$ cat src/rtl/tl_beat_tracker.sv
// -----------------------------------------------------------------------------
// tl_beat_tracker
//   Sits beside the TileLink bus monitor on the same A/D tap points. Every
//   A or D channel fire is annotated with its position inside the message
//   (first / last / beat index) and re-emitted one cycle later as a
//   registered beat event. Outstanding requests are tracked per source and
//   protocol violations raise sticky error flags.
//
// Ports
//   clock, reset_n                  clock (rising edge), async active-low reset
//   a_opcode/a_size/a_source        A channel message attributes
//   a_valid/a_ready                 A handshake, fire = a_valid & a_ready
//   d_opcode/d_size/d_source        D channel message attributes
//   d_denied                        D denied, passed through to ed_denied
//   d_valid/d_ready                 D handshake, fire = d_valid & d_ready
//   ea_*                            registered A beat event
//   ed_*                            registered D beat event
//   outstanding                     number of sources with a request in flight
//   err_dup_source                  sticky: A request on an in-flight source
//   err_orphan_d                    sticky: D response with no request
//   err_burst                       sticky: attributes changed mid-burst
// -----------------------------------------------------------------------------
module tl_beat_tracker #(
    parameter int SIZE_WD   = 3,
    parameter int SOURCE_WD = 4,
    parameter int DATA_WD   = 256,
    parameter int BEAT_WD   = 8
) (
    input  logic                 clock,
    input  logic                 reset_n,
    input  logic [2:0]           a_opcode,
    input  logic [SIZE_WD-1:0]   a_size,
    input  logic [SOURCE_WD-1:0] a_source,
    input  logic                 a_valid,
    input  logic                 a_ready,
    input  logic [2:0]           d_opcode,
    input  logic [SIZE_WD-1:0]   d_size,
    input  logic [SOURCE_WD-1:0] d_source,
    input  logic                 d_denied,
    input  logic                 d_valid,
    input  logic                 d_ready,
    output logic                 ea_valid,
    output logic                 ea_first,
    output logic                 ea_last,
    output logic [BEAT_WD-1:0]   ea_beat,
    output logic [SOURCE_WD-1:0] ea_source,
    output logic [2:0]           ea_opcode,
    output logic                 ed_valid,
    output logic                 ed_first,
    output logic                 ed_last,
    output logic [BEAT_WD-1:0]   ed_beat,
    output logic [SOURCE_WD-1:0] ed_source,
    output logic [2:0]           ed_opcode,
    output logic                 ed_denied,
    output logic [SOURCE_WD:0]   outstanding,
    output logic                 err_dup_source,
    output logic                 err_orphan_d,
    output logic                 err_burst
);

    localparam int NSRC = 1 << SOURCE_WD;
    localparam int BPB  = DATA_WD / 8;
    localparam logic [SIZE_WD-1:0] LOG_BPB = SIZE_WD'($clog2(BPB));

    // Index of the last beat of a message: data messages larger than one bus
    // beat span 2^size/BPB beats, everything else is a single beat.
    function automatic logic [BEAT_WD-1:0] last_idx_f(
        input logic               is_data,
        input logic [SIZE_WD-1:0] size
    );
        logic [BEAT_WD-1:0] idx;
        idx = {BEAT_WD{1'b0}};
        if (is_data && (size > LOG_BPB)) begin
            idx = (BEAT_WD'(1) << (size - LOG_BPB)) - BEAT_WD'(1);
        end else begin
            idx = {BEAT_WD{1'b0}};
        end
        return idx;
    endfunction

    // Number of set bits in the outstanding table.
    function automatic logic [SOURCE_WD:0] popcnt_f(input logic [NSRC-1:0] v);
        logic [SOURCE_WD:0] c;
        c = {(SOURCE_WD+1){1'b0}};
        for (int i = 0; i < NSRC; i++) begin
            c = c + {{SOURCE_WD{1'b0}}, v[i]};
        end
        return c;
    endfunction

    // Per-channel beat counters and burst-capture registers
    logic [BEAT_WD-1:0]   a_cnt_r,  d_cnt_r;
    logic [2:0]           a_lat_op_r,  d_lat_op_r;
    logic [SOURCE_WD-1:0] a_lat_src_r, d_lat_src_r;
    logic [SIZE_WD-1:0]   a_lat_size_r, d_lat_size_r;
    logic [BEAT_WD-1:0]   a_lat_last_r, d_lat_last_r;
    logic [NSRC-1:0]      tbl_r;

    logic                 a_fire_s, a_first_s, a_last_s, a_mis_s, a_is_data_s;
    logic                 d_fire_s, d_first_s, d_last_s, d_mis_s, d_is_data_s;
    logic                 d_tracked_s;
    logic [BEAT_WD-1:0]   a_last_idx_s, d_last_idx_s;
    logic [NSRC-1:0]      tbl_clr_s, tbl_nxt_s;
    logic                 dup_s, orphan_s, burst_s;

    // Beat position decode for both channels. A non-first beat uses the
    // beat total captured on the first beat, even if the size has changed.
    always_comb begin
        a_fire_s     = a_valid & a_ready;
        a_first_s    = (a_cnt_r == {BEAT_WD{1'b0}});
        a_is_data_s  = (a_opcode <= 3'd3);
        a_last_idx_s = a_first_s ? last_idx_f(a_is_data_s, a_size) : a_lat_last_r;
        a_last_s     = (a_cnt_r == a_last_idx_s);
        a_mis_s      = !a_first_s && ((a_opcode != a_lat_op_r) ||
                                      (a_source != a_lat_src_r) ||
                                      (a_size   != a_lat_size_r));

        d_fire_s     = d_valid & d_ready;
        d_first_s    = (d_cnt_r == {BEAT_WD{1'b0}});
        d_is_data_s  = (d_opcode == 3'd1) || (d_opcode == 3'd5);
        d_last_idx_s = d_first_s ? last_idx_f(d_is_data_s, d_size) : d_lat_last_r;
        d_last_s     = (d_cnt_r == d_last_idx_s);
        d_mis_s      = !d_first_s && ((d_opcode != d_lat_op_r) ||
                                      (d_source != d_lat_src_r) ||
                                      (d_size   != d_lat_size_r));
    end

    // D opcodes that answer a tracked request (ReleaseAck and reserved
    // encodings are ignored by the outstanding table).
    always_comb begin
        case (d_opcode)
            3'd0, 3'd1, 3'd2, 3'd4, 3'd5: d_tracked_s = 1'b1;
            default:                      d_tracked_s = 1'b0;
        endcase
    end

    // Outstanding table update: the D clear is applied first so that an A
    // request reusing a source retired on the same edge is not a duplicate.
    always_comb begin
        tbl_clr_s = tbl_r;
        if (d_fire_s && d_last_s && d_tracked_s) begin
            tbl_clr_s[d_source] = 1'b0;
        end else begin
            tbl_clr_s = tbl_r;
        end

        tbl_nxt_s = tbl_clr_s;
        if (a_fire_s && a_first_s) begin
            tbl_nxt_s[a_source] = 1'b1;
        end else begin
            tbl_nxt_s = tbl_clr_s;
        end

        dup_s    = a_fire_s && a_first_s && tbl_clr_s[a_source];
        orphan_s = d_fire_s && d_first_s && d_tracked_s && !tbl_r[d_source];
        burst_s  = (a_fire_s && a_mis_s) || (d_fire_s && d_mis_s);
    end

    // A channel beat counter and first-beat attribute capture
    always_ff @(posedge clock or negedge reset_n) begin
        if (!reset_n) begin
            a_cnt_r      <= {BEAT_WD{1'b0}};
            a_lat_op_r   <= 3'd0;
            a_lat_src_r  <= {SOURCE_WD{1'b0}};
            a_lat_size_r <= {SIZE_WD{1'b0}};
            a_lat_last_r <= {BEAT_WD{1'b0}};
        end else if (a_fire_s) begin
            a_cnt_r <= a_last_s ? {BEAT_WD{1'b0}} : (a_cnt_r + BEAT_WD'(1));
            if (a_first_s) begin
                a_lat_op_r   <= a_opcode;
                a_lat_src_r  <= a_source;
                a_lat_size_r <= a_size;
                a_lat_last_r <= a_last_idx_s;
            end
        end
    end

    // D channel beat counter and first-beat attribute capture
    always_ff @(posedge clock or negedge reset_n) begin
        if (!reset_n) begin
            d_cnt_r      <= {BEAT_WD{1'b0}};
            d_lat_op_r   <= 3'd0;
            d_lat_src_r  <= {SOURCE_WD{1'b0}};
            d_lat_size_r <= {SIZE_WD{1'b0}};
            d_lat_last_r <= {BEAT_WD{1'b0}};
        end else if (d_fire_s) begin
            d_cnt_r <= d_last_s ? {BEAT_WD{1'b0}} : (d_cnt_r + BEAT_WD'(1));
            if (d_first_s) begin
                d_lat_op_r   <= d_opcode;
                d_lat_src_r  <= d_source;
                d_lat_size_r <= d_size;
                d_lat_last_r <= d_last_idx_s;
            end
        end
    end

    // Outstanding table, its population count and sticky error flags
    always_ff @(posedge clock or negedge reset_n) begin
        if (!reset_n) begin
            tbl_r          <= {NSRC{1'b0}};
            outstanding    <= {(SOURCE_WD+1){1'b0}};
            err_dup_source <= 1'b0;
            err_orphan_d   <= 1'b0;
            err_burst      <= 1'b0;
        end else begin
            tbl_r          <= tbl_nxt_s;
            outstanding    <= popcnt_f(tbl_nxt_s);
            err_dup_source <= err_dup_source | dup_s;
            err_orphan_d   <= err_orphan_d   | orphan_s;
            err_burst      <= err_burst      | burst_s;
        end
    end

    // Registered A beat event; fields are zero when no beat fired
    always_ff @(posedge clock or negedge reset_n) begin
        if (!reset_n) begin
            ea_valid  <= 1'b0;
            ea_first  <= 1'b0;
            ea_last   <= 1'b0;
            ea_beat   <= {BEAT_WD{1'b0}};
            ea_source <= {SOURCE_WD{1'b0}};
            ea_opcode <= 3'd0;
        end else begin
            ea_valid  <= a_fire_s;
            ea_first  <= a_fire_s & a_first_s;
            ea_last   <= a_fire_s & a_last_s;
            ea_beat   <= a_fire_s ? a_cnt_r  : {BEAT_WD{1'b0}};
            ea_source <= a_fire_s ? a_source : {SOURCE_WD{1'b0}};
            ea_opcode <= a_fire_s ? a_opcode : 3'd0;
        end
    end

    // Registered D beat event; fields are zero when no beat fired
    always_ff @(posedge clock or negedge reset_n) begin
        if (!reset_n) begin
            ed_valid  <= 1'b0;
            ed_first  <= 1'b0;
            ed_last   <= 1'b0;
            ed_beat   <= {BEAT_WD{1'b0}};
            ed_source <= {SOURCE_WD{1'b0}};
            ed_opcode <= 3'd0;
            ed_denied <= 1'b0;
        end else begin
            ed_valid  <= d_fire_s;
            ed_first  <= d_fire_s & d_first_s;
            ed_last   <= d_fire_s & d_last_s;
            ed_beat   <= d_fire_s ? d_cnt_r  : {BEAT_WD{1'b0}};
            ed_source <= d_fire_s ? d_source : {SOURCE_WD{1'b0}};
            ed_opcode <= d_fire_s ? d_opcode : 3'd0;
            ed_denied <= d_fire_s & d_denied;
        end
    end

endmodule

$ cat config.mk
export PLATFORM = sky130hd
export DESIGN_NAME = tl_beat_tracker
export DESIGN_NICKNAME = d
export VERILOG_FILES = /design/src/rtl/tl_beat_tracker.sv
export SDC_FILE = /design/constraint.sdc
export NUM_CORES = 1
export LEC_CHECK = 0
export BUFFER_PORTS_ARGS = -buffer_cell sky130_fd_sc_hd__buf_2
export CAP_MARGIN = 15
export CORE_UTILIZATION = 59
export DETAILED_ROUTE_END_ITERATION = 10
export GPL_TIMING_DRIVEN = 0
export PLACE_DENSITY_LB_ADDON = 0.05
export SETUP_SLACK_MARGIN = 0.02
export SLEW_MARGIN = 25
export SYNTH_ARGS = -nofsm -noshare
export SYNTH_HDL_FRONTEND = slang
export SYNTH_SLANG_ARGS = --single-unit
$ cat constraint.sdc
create_clock -name clock -period 8 [get_ports clock]
set_clock_uncertainty 0.1 [all_clocks]
set_input_delay 0.4 -clock clock [delete_from_list [all_inputs] [get_ports clock]]
set_output_delay 0.4 -clock clock [all_outputs]
set_load 0.1 [all_outputs]
==> flow_summary.ini <==
[drt]
drc = 0
finalWirelength_um = 14420
via_per_inst = 5.884
drt_pass1_iterations = 5
routedWlPerCell_um = 16.93
antenna_left = 0
via_count = 5013
drt_iter0_drc = 361

[run]
cap_violations = 0

[critical_path]
crit_arrival_ps = 6630
start_kind = input port
cp.required_ps = 8310
end_kind = flop
reg2reg_depth = 20
path_class = input port to flop
crit_path_max_fanout = 10

[floorplan]
io_pins = 72
core_um2 = 10280
start_util_pct = 60.69
dieArea_um2 = 10990
rows = 37
die_h_um = 104.8
die_w_um = 104.8

[synth]
synthesis.area_um2 = 6237
synth_fp_nets = 669
synth_edf_count = 0
ys_types = 66
ys_seq_elements = 113
ys_async_sr_fraction_pct = 100.0
avgSynthCellArea_um2 = 10.21
synth_seq_area_share_pct = 45.34
synth_flop_cell = dfrtp_1
ys_warn_count = 0
synth_cells = 611

[cts]
cts_root_buf = clkbuf_8
cts_max_path_buffers = 2
cts_resized = 0
cts_tree = built
htree_levels = 4
cts_made_buffers = 17
cts_hold_buf = 2
post_cts_buffers = 0
clk_pin_slew_ps = 50
insertion_delay_ps = 530
cts_sinks = 113

[global_routing]
antenna_found_initial = 0
grt_max_degree = 64
grt_pass1_wl_um = 24250
grt_overflow = 0
grt.total_usage_pct = 28.50
grt_pass1_vias = 4965

[pwr]
leakage_nw = 3.546
peakVddDrop_uv = 428.5
pwr_density_cell_nw_per_um2 = 357.3

[final_layout]
num_antenna_cells = 0
layout-drive-gt1-share_pct = 18.99
fin_cells = 852
fin_util_pct = 71.88
final_area_um2 = 7387
syn_to_final_growth_pct = 18.44
final_common_cell = dfrtp_1
final_cell_mix = dfrtp_1 (113), buf_2 (69), nand2_1 (68), inv_1 (36), nor2_1 (34)
nets = 761

[place]
placed_area_um2 = 6792
dp_cells = 818
place_congestion = 0.8792
dp_hpwl_um = 10300
io_buffers = 70

[timing]
tns_ps = 0
max_slew_margin_pct = 59.37
finalSetupViolations = 0
period_share_pct = 79.00
worstMarginPinSlew_ps = 609.4
rsz0062_at_grt = no
hold_violations = 0
finalMaxSlewViolations = 0
fin_crit_ps = 6320
fmax_ghz = 0.1582

[outcome]
status = complete, no violations

[hold_path]
holdPathStages = 3
min_path_type = input port to flop
==> metrics by stage <==
stage | total power, mW | hold WS (ps) | worst slack [ps]
2_1_floorplan | 1.668 | 4.409 | 2082
3_3_place_gp | 1.878 | 353.0 | 1278
3_5_place_dp | 1.924 | 326.4 | 1190
4_1_cts | 2.649 | 8.716 | 1717
5_1_grt | 2.830 | 13.48 | 1215
6_report | 2.640 | 17.58 | 1680
==> registers in the layout, indices dropped and copies added (netlist names), 4 cells and up <==
name / count
a_cnt_r: 8
d_cnt_r: 8
d_lat_src_r: 4
tbl_r: 16
ed_source: 4
d_lat_last_r: 8
a_lat_last_r: 8
ea_beat: 8
outstanding: 5
ed_beat: 8
a_lat_src_r: 4
ea_source: 4
==> report_power, final <==
group	switching [mW]	internal (mW)
clock network	0.255	0.458
logic	0.681	0.413
registers	0.110	0.721
total	1.05	1.59
==> synth_stat cells (all sizes together), types with 3 or more instances <==
cell    count  area share, %
dfrtp     113             45
nand2      68            4.1
o21ai      42            3.4
inv        37            2.2
nor2       34            2.0
clkbuf     26            1.6
and3       22            2.2
xnor2      22            3.1
ha         21            4.2
nand3      21            1.7
xor2       21            2.9
o31ai      17            2.5
a21oi      12           0.96
fa         10            3.2
nand2b     10            1.0
nor3       10           0.88
mux2        9            1.6
mux4        8            2.9
nor2b       8           0.80
o21a        8           0.96
o41ai       8            1.1
nor4        7           0.70
or3         7           0.78
o22ai       6           0.60
a211oi      5           0.60
and2        5           0.50
a31oi       4           0.40
nand3b      4           0.48
nand4       4           0.40
a21boi      3           0.42
a22o        3           0.42
mux2i       3           0.48
nor4b       3           0.66
==> per-layer routing <==
metal,global-route usage [%],routed length (um),share of wire (%)
met2,47.11,7207,50
met1,36.72,6275,44
met3,6.425,683,4.7
met5,0,0,0
met4,10.87,257,1.8
==> worst paths after layout <==
kind / start / slack (ps) / to
worst min-delay path: a_opcode[0] / 20 / a_lat_op_r[0]
worst min register to register: a_lat_last_r[0] / 380 / a_lat_last_r[0]
worst max register to register: d_cnt_r[1] / 1750 / outstanding[4]
min in group asynchronous: reset_n / 340 / ed_source[3]
max in group asynchronous: reset_n / 6830 / ea_beat[6]
worst max-delay path: d_size[2] / 1680 / outstanding[4]
==> cells by family (layout without fill, tap and decap cells) <==
kind of cell    count (synthesis)  after routing  share of synthesized area (%)
compound gates                126            126                          14.34
buf+inv                        65            170                          4.152
mux                            20             20                          4.995
flops                         113            113                          45.34
simple gates                  213            213                          17.71
fa+ha+maj                      31             31                          7.422
xor+xnor                       43             43                          6.038
==> layout make-up <==
| type | instances | area (um^2) |
|---|---|---|
| plain buffers | 28 | 120.1 |
| clock buffers | 23 | 496.7 |
| clock inverters | 9 | 78.83 |
| fillers | 781 | 2890 |
| inverters | 37 | 138.9 |
| multi-input cells | 433 | 3151 |
| flip-flops and latches | 113 | 2828 |
| well taps | 136 | 170.2 |
| repair buffers | 73 | 404.1 |
==> worst max-delay path, stage by stage <==
cell and delay [ps]:
buf_2 130, clkbuf_1 360, inv_1 240, nor2_1 190
nand2_1 80, ha_1 260, nor2b_1 140, o22ai_1 80
a2111oi_0 460, o2111a_1 270, o211ai_2 160, buf_6 200
o41ai_1 420, o21ai_1 200, fa_1 540, fa_1 560
inv_1 60, fa_1 540, inv_1 50, fa_1 430
ha_1 240, fa_1 400, a21oi_1 160, nor2b_1 60
Power figures use the tool's default switching activity.
